$ cat config.mk
export PLATFORM = sky130hd
export DESIGN_NAME = fetch_pc_select
export DESIGN_NICKNAME = d
export VERILOG_FILES = /design/src/rtl/fetch_pc_select.sv
export SDC_FILE = /design/constraint.sdc
export NUM_CORES = 1
export LEC_CHECK = 0
export CAP_MARGIN = 5
export CORE_AREA = 2 2 184 186
export DETAILED_ROUTE_END_ITERATION = 10
export DIE_AREA = 0 0 186 188
export PLACE_DENSITY = 0.53
export SYNTH_ARGS = -nofsm -noshare
export SYNTH_HDL_FRONTEND = slang
export SYNTH_SLANG_ARGS = --single-unit
$ cat constraint.sdc
create_clock -name clk -period 2.2 [get_ports clk]
set_clock_uncertainty 0.15 [all_clocks]
set_input_delay 0.44 -clock clk [delete_from_list [all_inputs] [get_ports clk]]
set_output_delay 0.44 -clock clk [all_outputs]
set_load 0.02 [all_outputs]
$ cat src/rtl/fetch_pc_select.sv
// Y86-64 fetch PC selection: predicted-PC register, redirect mux and ret-wait FSM.
// Optional performance counters are enabled with `define FETCH_PERF_CNT_EN.
module fetch_pc_select #(
  parameter int ADDR_W = 64,
  parameter logic [ADDR_W-1:0] RESET_PC = {ADDR_W{1'b0}}
) (
  input  logic              clk,
  input  logic              rst_n,
  input  logic              F_stall,
  input  logic [3:0]        f_icode,
  input  logic [ADDR_W-1:0] f_valC,
  input  logic [ADDR_W-1:0] f_valP,
  input  logic [3:0]        M_icode,
  input  logic              M_cnd,
  input  logic [ADDR_W-1:0] M_valA,
  input  logic [3:0]        W_icode,
  input  logic [ADDR_W-1:0] W_valM,
  output logic [ADDR_W-1:0] f_pc,
  output logic              f_valid,
  output logic [ADDR_W-1:0] F_predPC,
  output logic              ret_pending,
  output logic [31:0]       mispredict_cnt,
  output logic [31:0]       ret_cnt
);

  localparam logic [3:0] I_JXX  = 4'h7;
  localparam logic [3:0] I_CALL = 4'h8;
  localparam logic [3:0] I_RET  = 4'h9;

  typedef enum logic [0:0] {
    RUN      = 1'b0,
    RET_WAIT = 1'b1
  } state_t;

  state_t            state_r;
  state_t            state_next_s;
  logic [ADDR_W-1:0] pred_r;
  logic [ADDR_W-1:0] pred_next_s;
  logic [ADDR_W-1:0] pred_target_s;
  logic              mispredict_s;
  logic              ret_done_s;

  assign mispredict_s = (M_icode == I_JXX) && !M_cnd;
  assign ret_done_s   = (W_icode == I_RET);
  assign F_predPC     = pred_r;
  assign ret_pending  = (state_r == RET_WAIT);

  // Fetch address select and prediction target for the instruction at f_pc.
  always_comb begin
    f_pc          = pred_r;
    pred_target_s = f_valP;
    if (mispredict_s) begin
      f_pc = M_valA;
    end else if (ret_done_s) begin
      f_pc = W_valM;
    end else begin
      f_pc = pred_r;
    end
    if ((f_icode == I_JXX) || (f_icode == I_CALL)) begin
      pred_target_s = f_valC;
    end else begin
      pred_target_s = f_valP;
    end
  end

  // Next-state, next prediction and fetch-valid decode.
  always_comb begin
    state_next_s = state_r;
    pred_next_s  = pred_r;
    f_valid      = 1'b0;
    case (state_r)
      RUN: begin
        f_valid = 1'b1;
        // A redirect always loads the register, even against a stall.
        if (mispredict_s || ret_done_s) begin
          pred_next_s  = pred_target_s;
          state_next_s = (f_icode == I_RET) ? RET_WAIT : RUN;
        end else if (F_stall) begin
          pred_next_s  = pred_r;
          state_next_s = RUN;
        end else if (f_icode == I_RET) begin
          pred_next_s  = f_valP;
          state_next_s = RET_WAIT;
        end else begin
          pred_next_s  = pred_target_s;
          state_next_s = RUN;
        end
      end
      RET_WAIT: begin
        if (mispredict_s || ret_done_s) begin
          f_valid      = 1'b1;
          pred_next_s  = pred_target_s;
          state_next_s = RUN;
        end else begin
          f_valid      = 1'b0;
          pred_next_s  = pred_r;
          state_next_s = RET_WAIT;
        end
      end
      default: begin
        f_valid      = 1'b0;
        pred_next_s  = RESET_PC;
        state_next_s = RUN;
      end
    endcase
    if (!rst_n) begin
      f_valid = 1'b0;
    end else begin
      f_valid = f_valid;
    end
  end

  // Predicted-PC and FSM state registers.
  always_ff @(posedge clk) begin
    if (!rst_n) begin
      pred_r  <= RESET_PC;
      state_r <= RUN;
    end else begin
      pred_r  <= pred_next_s;
      state_r <= state_next_s;
    end
  end

`ifdef FETCH_PERF_CNT_EN
  logic [31:0] mispredict_cnt_r;
  logic [31:0] ret_cnt_r;

  // Event counters; ret_cnt only counts returns that release a parked fetch.
  always_ff @(posedge clk) begin
    if (!rst_n) begin
      mispredict_cnt_r <= 32'h0;
      ret_cnt_r        <= 32'h0;
    end else begin
      if (mispredict_s) begin
        mispredict_cnt_r <= mispredict_cnt_r + 32'h1;
      end else begin
        mispredict_cnt_r <= mispredict_cnt_r;
      end
      if (ret_done_s && (state_r == RET_WAIT)) begin
        ret_cnt_r <= ret_cnt_r + 32'h1;
      end else begin
        ret_cnt_r <= ret_cnt_r;
      end
    end
  end

  assign mispredict_cnt = mispredict_cnt_r;
  assign ret_cnt        = ret_cnt_r;
`else
  assign mispredict_cnt = 32'h0;
  assign ret_cnt        = 32'h0;
`endif

endmodule

; ---- Yosys cells after proc, flatten, opt, wreduce, memory -nomap -nowiden
; Cells that the tools add are included.
[word_totals]
regBits = 65
in_bits = 272
wordCells = 31
[op_classes]
n_eq_ne = 7
n_mux = 16
bitwise_logic = 1
n_reduce_logical = 5
[ops]
columns = op, count
row1 = two-way mux 64 bit, 7
row2 = case mux 64 bit (2 select lines), 1
row3 = == test 4 bit (second input constant), 3
row4 = == test 4 x 3 -> 1 bit (second input constant), 2
row5 = two-way mux 1 bit, 6
row6 = case mux 1 bit (2 select lines), 2
row7 = inequality test 3 bit (second input constant), 1
row8 = logical OR 1 bit, 2
row9 = inequality test 2 x 1 -> 1 bit (second input constant), 1
row10 = AND reduction 2 bit, 1
row11 = logical AND 1 bit, 1
row12 = zero test 1 bit, 1
row13 = inverter 1 bit, 1

; ---- Logic depth before layout (Yosys ltp)
; Gate-level depths: netlist of the first run.
[depth]
ltp_word = 7
depth_mapped = 7
ltp_nobuf = 4

; ---- Least setup slack after synthesis of the first run
; No wires, ideal clock.
[synth_timing]
kind = input to output
start = input M_icode[3]
end = output f_valid
arrival_ps = 1698
slack_ps = -88
cell_stages = 6
n_path_buf = 3
cell_sequence = nand4b_1 > or2_1 > clkbuf_1 > buf_2 > buf_2 > a31oi_1
[synth_between]
elab_chain_cells = 6
[synth_lines]
columns = item, line
row1 = from (decl), 13  ; input logic [3:0] M_icode,
row2 = == test 4 x 3 -> 1 bit, 43  ; assign mispredict_s = (M_icode == I_JXX) && !M_cnd;
row3 = logical AND 1 bit, 43
row4 = logical OR 1 bit, 90  ; if (mispredict_s || ret_done_s) begin
row5 = two-way mux 1 bit, 90
row6 = case mux 1 bit (2 select lines), 71  ; case (state_r)
row7 = two-way mux 1 bit, 106  ; if (!rst_n) begin
row8 = to (decl), 19  ; output logic f_valid,
; No other way between the ends.

; ---- Worst setup path in the final report of the first run
[layout_timing]
start = input M_icode[3]
end = output f_pc[34]
[layout_between]
elab_chain_cells = 3
[layout_lines]
columns = item, line
row1 = == test 4 x 3 -> 1 bit, 43
row2 = logical AND 1 bit, 43
row3 = two-way mux 64 bit, 52  ; if (mispredict_s) begin
row4 = to (decl), 18  ; output logic [ADDR_W-1:0] f_pc,
; No other way between the ends.

==> flow_metrics.env, run 1 <==
export IMPL_status="finished with violations"
export IMPL_violations="setup timing"
export IMPL_sequential_fraction_of_design_power_pct=24.6
export IMPL_synth_seq_area_share_pct=20.1
export IMPL_gp_congestion=0.809
export IMPL_combinationalPowerShare_pct=46.2
export IMPL_flow_area_growth_from_synthesis_pct=104
export IMPL_met1_length_mm=14.8
export IMPL_netlist_top_cell_by_area="sky130_fd_sc_hd__dfxtp_1"
export IMPL_average_cell_area_after_synthesis_um2=6.77
export IMPL_dr_first_iter_drc_count=533
export IMPL_number_of_rows_in_the_core_area=67
export IMPL_grt_antenna_before_repair=0
export IMPL_detailroute_wirelength_met2_mm=18.1
export IMPL_yosys_register_bits=65
export IMPL_io_buffers=401
export IMPL_route_detailed_drc=0
export IMPL_topRoutingLayerUsed="met4"
export IMPL_via_per_inst=4.92
export IMPL_htree_num_levels=3
export IMPL_netlist_cell_type_count=28
export IMPL_grt_pass1_vias=8801
export IMPL_drtAntennaViolNets=0
export IMPL_totalNegativeSetupSlack_ns=-9.86
export IMPL_drt_pre_antenna_iters=5
export IMPL_drv_max_cap_violation_count=0
export IMPL_critPathKind="in -> out"
export IMPL_worst_slew_pin_transition_ns=0.823
export IMPL_clk_pin_slew_worst_paths_ns=0.06
export IMPL_final_instance_count_excl_fill=1805
export IMPL_switching_share_pct=35.0
export IMPL_net_switching_power_w=0.00191
export IMPL_start_util_pct=19.6
export IMPL_routedWlPerCell_um=20.3
export IMPL_ys_top_cells_by_area="sky130_fd_sc_hd__dfxtp_1 (20%), sky130_fd_sc_hd__o22ai_1 (12%), sky130_fd_sc_hd__nand2_1 (11%)"
export IMPL_report_final_hold_viol_count=0
export IMPL_postLayoutSetupSlackWorst_ns=-0.198
export IMPL_finalSetupViolations=65
export IMPL_crit_path_start_kind="primary input"
export IMPL_tritoncts="done"
export IMPL_netlist_area_mm2=0.00648
export IMPL_grt_setup_unrepaired="true"
export IMPL_floorplan_die_area_mm2=0.0350
export IMPL_finalWirelength_mm=36.6
export IMPL_most_used_standard_cell_by_instance_count_after_synthesis="sky130_fd_sc_hd__nand2_1"
export IMPL_cts_path_max_buffers=2
export IMPL_hp_class="reg -> reg"
export IMPL_maxClockFrequency_mhz=417
export IMPL_power_clock_fraction_pct=29.2
export IMPL_cts_root_buf="sky130_fd_sc_hd__clkbuf_16"
export IMPL_timing_final_crit_period_ns=2.40
export IMPL_final_layout_size_suffix_gt1_share_pct=28.9
export IMPL_fillers=3340
export IMPL_worst_ep_arrival_time_ns=1.81
export IMPL_final_layout_net_count=1624
export IMPL_max_vdd_ir_drop_v=0.000322
export IMPL_post_synth_arst_share_pct=0
export IMPL_synth_top_cell_area_share_pct=20.1
export IMPL_via_count=8879
export IMPL_placedInstanceArea_mm2=0.0113
export IMPL_finalCritPeriodShare_pct=109
export IMPL_placed_cells=1750
export IMPL_critical_path_max_fanout=6
export IMPL_diodes_inserted=0
export IMPL_gr_total_overflow=0
export IMPL_intPower_w=0.00355
export IMPL_cellLeakagePower_nw=4.89
export IMPL_gr_usage_all_layers_pct=19.7
export IMPL_endpoint_kind="output pin"
export IMPL_core_region_area_mm2=0.0331
export IMPL_detailedPlacementHpwl_mm=23.3
export IMPL_maxSlewViolCount=0
export IMPL_synth_top_cells_by_count="sky130_fd_sc_hd__nand2_1 (193), sky130_fd_sc_hd__nor2_1 (128), sky130_fd_sc_hd__o22ai_1 (128)"
export IMPL_max_slew_margin_rel_pct=45.1
export IMPL_ys_warn_count=0
export IMPL_synth_edf_count=0
export IMPL_final_hold_worst_slack_ns=0.340
export IMPL_most_used_dff_post_synth="sky130_fd_sc_hd__dfxtp_1"
export IMPL_ioPinCount=466
export IMPL_die_h_um=188
export IMPL_final_util_pct=39.8
export IMPL_required_ns=1.61
export IMPL_grt_pass1_wl_mm=52.5
export IMPL_grt_max_degree=80
export IMPL_die_x_um=186
export IMPL_power_density_mw_per_mm2=414
export IMPL_clock_sink_count=65
export IMPL_layout_cell_area_non_filler_mm2=0.0132
export IMPL_number_of_buffers_inserted_during_clock_tree_synthesis=9
export IMPL_synthesis_instances=957
export IMPL_dr_wl_met3_mm=2.78
export IMPL_clock_insertion_delay_worst_skew_ns=0.33
==> registers in the layout, indices dropped and copies added, names as in the netlist <==
| signal | count |
|---|---|
| F_predPC | 64 |
| ret_pending | 1 |
==> cells in the final DEF (no fill, tap or decap), types with 4 or more instances in the layout <==
cell type                         instances
sky130_fd_sc_hd__a221oi_1                44
sky130_fd_sc_hd__a221oi_2                20
sky130_fd_sc_hd__a31oi_1                 10
sky130_fd_sc_hd__a31oi_2                 18
sky130_fd_sc_hd__a31oi_4                 38
sky130_fd_sc_hd__buf_12                  31
sky130_fd_sc_hd__buf_16                  14
sky130_fd_sc_hd__buf_2                    9
sky130_fd_sc_hd__buf_4                   59
sky130_fd_sc_hd__buf_6                   45
sky130_fd_sc_hd__buf_8                    7
sky130_fd_sc_hd__clkbuf_16               10
sky130_fd_sc_hd__clkdlybuf4s50_1        323
sky130_fd_sc_hd__conb_1                  64
sky130_fd_sc_hd__dfxtp_1                 65
sky130_fd_sc_hd__inv_1                   65
sky130_fd_sc_hd__nand2_1                173
sky130_fd_sc_hd__nand2_2                 16
sky130_fd_sc_hd__nand2_4                  4
sky130_fd_sc_hd__nor2_1                  68
sky130_fd_sc_hd__nor2_2                  11
sky130_fd_sc_hd__nor2_4                  49
sky130_fd_sc_hd__o221a_1                 16
sky130_fd_sc_hd__o221a_2                 48
sky130_fd_sc_hd__o22ai_1                128
==> final cells by class <==
class / instances / area, µm² / share of cell area [%]
multi-input cells: 721 / 5390 / 40.9
repair buffers: 490 / 5370 / 40.8
flip-flops and latches: 65 / 1300 / 9.87
well taps: 448 / 561 / 4.25
inverters: 65 / 244 / 1.85
clock buffers: 11 / 233 / 1.77
clock inverters: 5 / 80.1 / 0.607
==> power by group through the flow <==
stage	clock network [W]	logic [W]	registers [W]
3_5_place_dp	0	0.00229	0.00137
4_1_cts	0.00166	0.00243	0.00134
2_1_floorplan	0	0.00108	0.00145
6_report	0.00159	0.00252	0.00134
5_1_grt	0.00170	0.00268	0.00135
3_3_place_gp	0	0.00228	0.00136
==> critical path, stage by stage <==
cell and delay (ns):
sky130_fd_sc_hd__buf_8 0.10, sky130_fd_sc_hd__nand4b_1 0.17, sky130_fd_sc_hd__buf_6 0.15, sky130_fd_sc_hd__or2_4 0.29
sky130_fd_sc_hd__buf_12 0.17, sky130_fd_sc_hd__buf_16 0.16, sky130_fd_sc_hd__a31oi_4 0.17, sky130_fd_sc_hd__buf_6 0.14
==> cells by family after synthesis <==
group | synth area share, %
AND/OR/NAND/NOR | 19.8
buffers and inverters | 19.0
other | 0.0579
AO/OA/AOI/OAI | 41.1
flip-flops | 20.1
==> worst paths after layout <==
path / from / end / slack (ns) / depth (start not counted)
worst max-delay path: M_icode[3] / f_pc[34] / -0.20 / 8
worst min-delay path: F_predPC[27]$_SDFFE_PN0P_ / F_predPC[27]$_SDFFE_PN0P_ / 0.34 / 2
worst max register to register: ret_pending$_SDFF_PN0_ / F_predPC[62]$_SDFFE_PN0P_ / 0.58 / 5
worst min register to register: F_predPC[27]$_SDFFE_PN0P_ / F_predPC[27]$_SDFFE_PN0P_ / 0.34 / 2
==> metrics by stage <==
stage	worst slack (ns)	total power [W]
finish	-0.198	0.00546
global route	-0.243	0.00574
CTS	-0.295	0.00543
detailed placement	-1.08	0.00366
global placement	-1.08	0.00364
floorplan	-0.0738	0.00253
==> per-layer routing <==
metal | GRT usage (%) | vias to the layer above
met5 | 0 | -
met4 | 6.24 | 0
met3 | 4.35 | 50
met2 | 34.1 | 396
met1 | 24.0 | 4250
li1 | - | 4183
==> what timing repair did <==
action,in CTS,in global routing
pin swaps,19,30
gates cloned,20,1
hold buffers,0,0
buffers inserted,24,3
endpoints found under the setup margin,65,65
gates resized for setup,526,110
Power figures use the tool's default switching activity.
==> run 2, diff against run 1 <==
TNS_END_PERCENT = 5   (was default)
==> flow_metrics.env, run 2 (synthesis gave the netlist of run 1 again) <==
export IMPL_status="finished with violations"
export IMPL_violations="setup timing"
export IMPL_worst_ep_arrival_time_ns=1.86
export IMPL_grt_antenna_before_repair=3
export IMPL_grt_max_degree=74
export IMPL_via_count=8706
export IMPL_combinationalPowerShare_pct=45.5
export IMPL_postLayoutSetupSlackWorst_ns=-0.247
export IMPL_max_vdd_ir_drop_v=0.000339
export IMPL_net_switching_power_w=0.00185
export IMPL_die_h_um=188
export IMPL_cpLargestDelayFamily="buffers and inverters"
export IMPL_switching_share_pct=35.6
export IMPL_start_util_pct=19.6
export IMPL_number_of_rows_in_the_core_area=67
export IMPL_drv_max_cap_violation_count=0
export IMPL_cellLeakagePower_nw=4.76
export IMPL_io_buffers=401
export IMPL_power_density_mw_per_mm2=427
export IMPL_gp_congestion=0.818
export IMPL_final_layout_net_count=1622
export IMPL_leading_cell_type_in_the_layout_fill_and_taps_excluded="sky130_fd_sc_hd__clkdlybuf4s50_1"
export IMPL_grt_pass1_vias=8412
export IMPL_core_region_area_mm2=0.0331
export IMPL_crit_path_start_kind="primary input"
export IMPL_finalSetupViolations=129
export IMPL_cts_root_buf="sky130_fd_sc_hd__clkbuf_16"
export IMPL_layout_common_cells="sky130_fd_sc_hd__clkdlybuf4s50_1 (323), sky130_fd_sc_hd__nand2_1 (180), sky130_fd_sc_hd__o22ai_1 (120), sky130_fd_sc_hd__nor2_1 (112), sky130_fd_sc_hd__buf_4 (88)"
export IMPL_die_x_um=186
export IMPL_number_of_buffers_inserted_during_clock_tree_synthesis=9
export IMPL_clk_pin_slew_worst_paths_ns=0.06
export IMPL_floorplan_die_area_mm2=0.0350
export IMPL_maxClockFrequency_mhz=409
export IMPL_fillers=3438
export IMPL_maxSlewViolCount=0
export IMPL_detailedPlacementHpwl_mm=23.2
export IMPL_cts_path_max_buffers=2
export IMPL_flow_area_growth_from_synthesis_pct=87.6
export IMPL_endpoint_kind="output pin"
export IMPL_required_ns=1.61
export IMPL_sequential_fraction_of_design_power_pct=25.8
export IMPL_critical_path_most_common_cell="sky130_fd_sc_hd__buf_4"
export IMPL_cp_slowest_cell="sky130_fd_sc_hd__or2_4"
export IMPL_largest_register_ff_count=64
export IMPL_worst_path_buf_inv=4
export IMPL_finalCritPeriodShare_pct=111
export IMPL_p_total_w=0.00518
export IMPL_clock_sink_count=65
export IMPL_final_instance_count_excl_fill=1805
export IMPL_crit_path_max_incr_delay_ns=0.34
export IMPL_critical_path_max_fanout=4
export IMPL_final_layout_size_suffix_gt1_share_pct=22.8
export IMPL_worstPathCellList="buf_6 > nand4b_1 > or2_4 > bufbuf_16 > buf_4 > a31oi_1 > buf_4"
export IMPL_dr_first_iter_drc_count=374
export IMPL_gr_total_overflow=0
export IMPL_tritoncts="done"
export IMPL_clock_insertion_delay_worst_skew_ns=0.33
export IMPL_drtAntennaViolNets=0
export IMPL_drt_pre_antenna_iters=7
export IMPL_power_clock_fraction_pct=28.7
export IMPL_final_hold_worst_slack_ns=0.287
export IMPL_route_detailed_drc=0
export IMPL_grt_pass1_wl_mm=49.6
export IMPL_via_per_inst=4.82
export IMPL_finalWirelength_mm=33.9
export IMPL_final_util_pct=36.7
export IMPL_timing_final_crit_period_ns=2.45
export IMPL_intPower_w=0.00334
export IMPL_htree_num_levels=3
export IMPL_routedWlPerCell_um=18.8
export IMPL_ioPinCount=466
export IMPL_gr_usage_all_layers_pct=18.5
export IMPL_grt_setup_unrepaired="true"
export IMPL_report_final_hold_viol_count=0
export IMPL_cts_hold_repair_buffers=0
export IMPL_critPathKind="in -> out"
export IMPL_hp_class="in -> reg"
export IMPL_placed_cells=1766
## run 2: cell count changes in the layout (fill, tap and decap cells not counted), sizes merged
cell,previous run,this run
or2,3,2
bufbuf,0,2
clkinvlp,2,3
diode,0,2
clkinv,1,3
buf,165,163
clkbuf,12,9
bufinv,2,1
## run 2: metal layers
| layer | wire length [µm] | share of wire, % | track usage [%] |
|---|---|---|---|
| met1 | 13300 | 39 | 21.2 |
| met2 | 17200 | 51 | 33.3 |
| met3 | 2590 | 7.6 | 4.56 |
| met4 | 795 | 2.3 | 5.69 |
| met5 | 9 | 0.027 | 0 |
## run 2: path summary, 6_finish.rpt
kind | start | to | slack, ns | cells past startpoint
setup / recovery | M_icode[3] | f_pc[56] | -0.25 | 7
hold / removal | rst_n | ret_pending$_SDFF_PN0_ | 0.29 | 2
setup reg to reg | ret_pending$_SDFF_PN0_ | F_predPC[14]$_SDFFE_PN0P_ | 0.64 | 5
hold reg to reg | F_predPC[46]$_SDFFE_PN0P_ | F_predPC[46]$_SDFFE_PN0P_ | 0.34 | 2
## run 2: cell type report
type,instances,area (µm²),share of cell area (%)
repair buffers,489,5110,42.1
multi-input cells,720,4630,38.1
flip-flops and latches,65,1300,10.7
well taps,448,561,4.61
inverters,65,244,2.01
clock buffers,9,225,1.85
clock inverters,7,71.3,0.587
diodes,2,5.00,0.0412
## run 2: power groups by stage
stage	sequential, W	clock, W	combinational, W
6_report	0.00134	0.00149	0.00236
3_3_place_gp	0.00136	0	0.00226
2_1_floorplan	0.00145	0	0.00104
4_1_cts	0.00134	0.00156	0.00228
5_1_grt	0.00135	0.00160	0.00252
3_5_place_dp	0.00137	0	0.00227
## run 2: timing repair
| action | in CTS | in global routing |
|---|---|---|
| buffers inserted | 13 | 0 |
| endpoints found under the setup margin | 121 | 129 |
| pin swaps | 37 | 43 |
| resized for setup | 442 | 84 |
| cloned | 8 | 0 |
| endpoints found under the hold margin | 0 | 0 |
## run 2: worst register-to-register path: stages (launching register included)
cell and delay, ns:
sky130_fd_sc_hd__dfxtp_1 0.36, sky130_fd_sc_hd__or2_2 0.34, sky130_fd_sc_hd__o211ai_4 0.13, sky130_fd_sc_hd__nand2_4 0.11, sky130_fd_sc_hd__buf_12 0.19, sky130_fd_sc_hd__o22ai_1 0.21
## run 2: through the flow
stage / instance area [µm²] / setup WS, ns / TNS (ns)
4_1_cts: 11800 / -0.256 / -13.40
6_report: 12100 / -0.247 / -14.26
5_1_grt: 12100 / -0.316 / -21.77
2_1_floorplan: 6720 / -0.0738 / -2.67
3_3_place_gp: 11100 / -1.10 / -85.41
3_5_place_dp: 11100 / -1.12 / -85.11
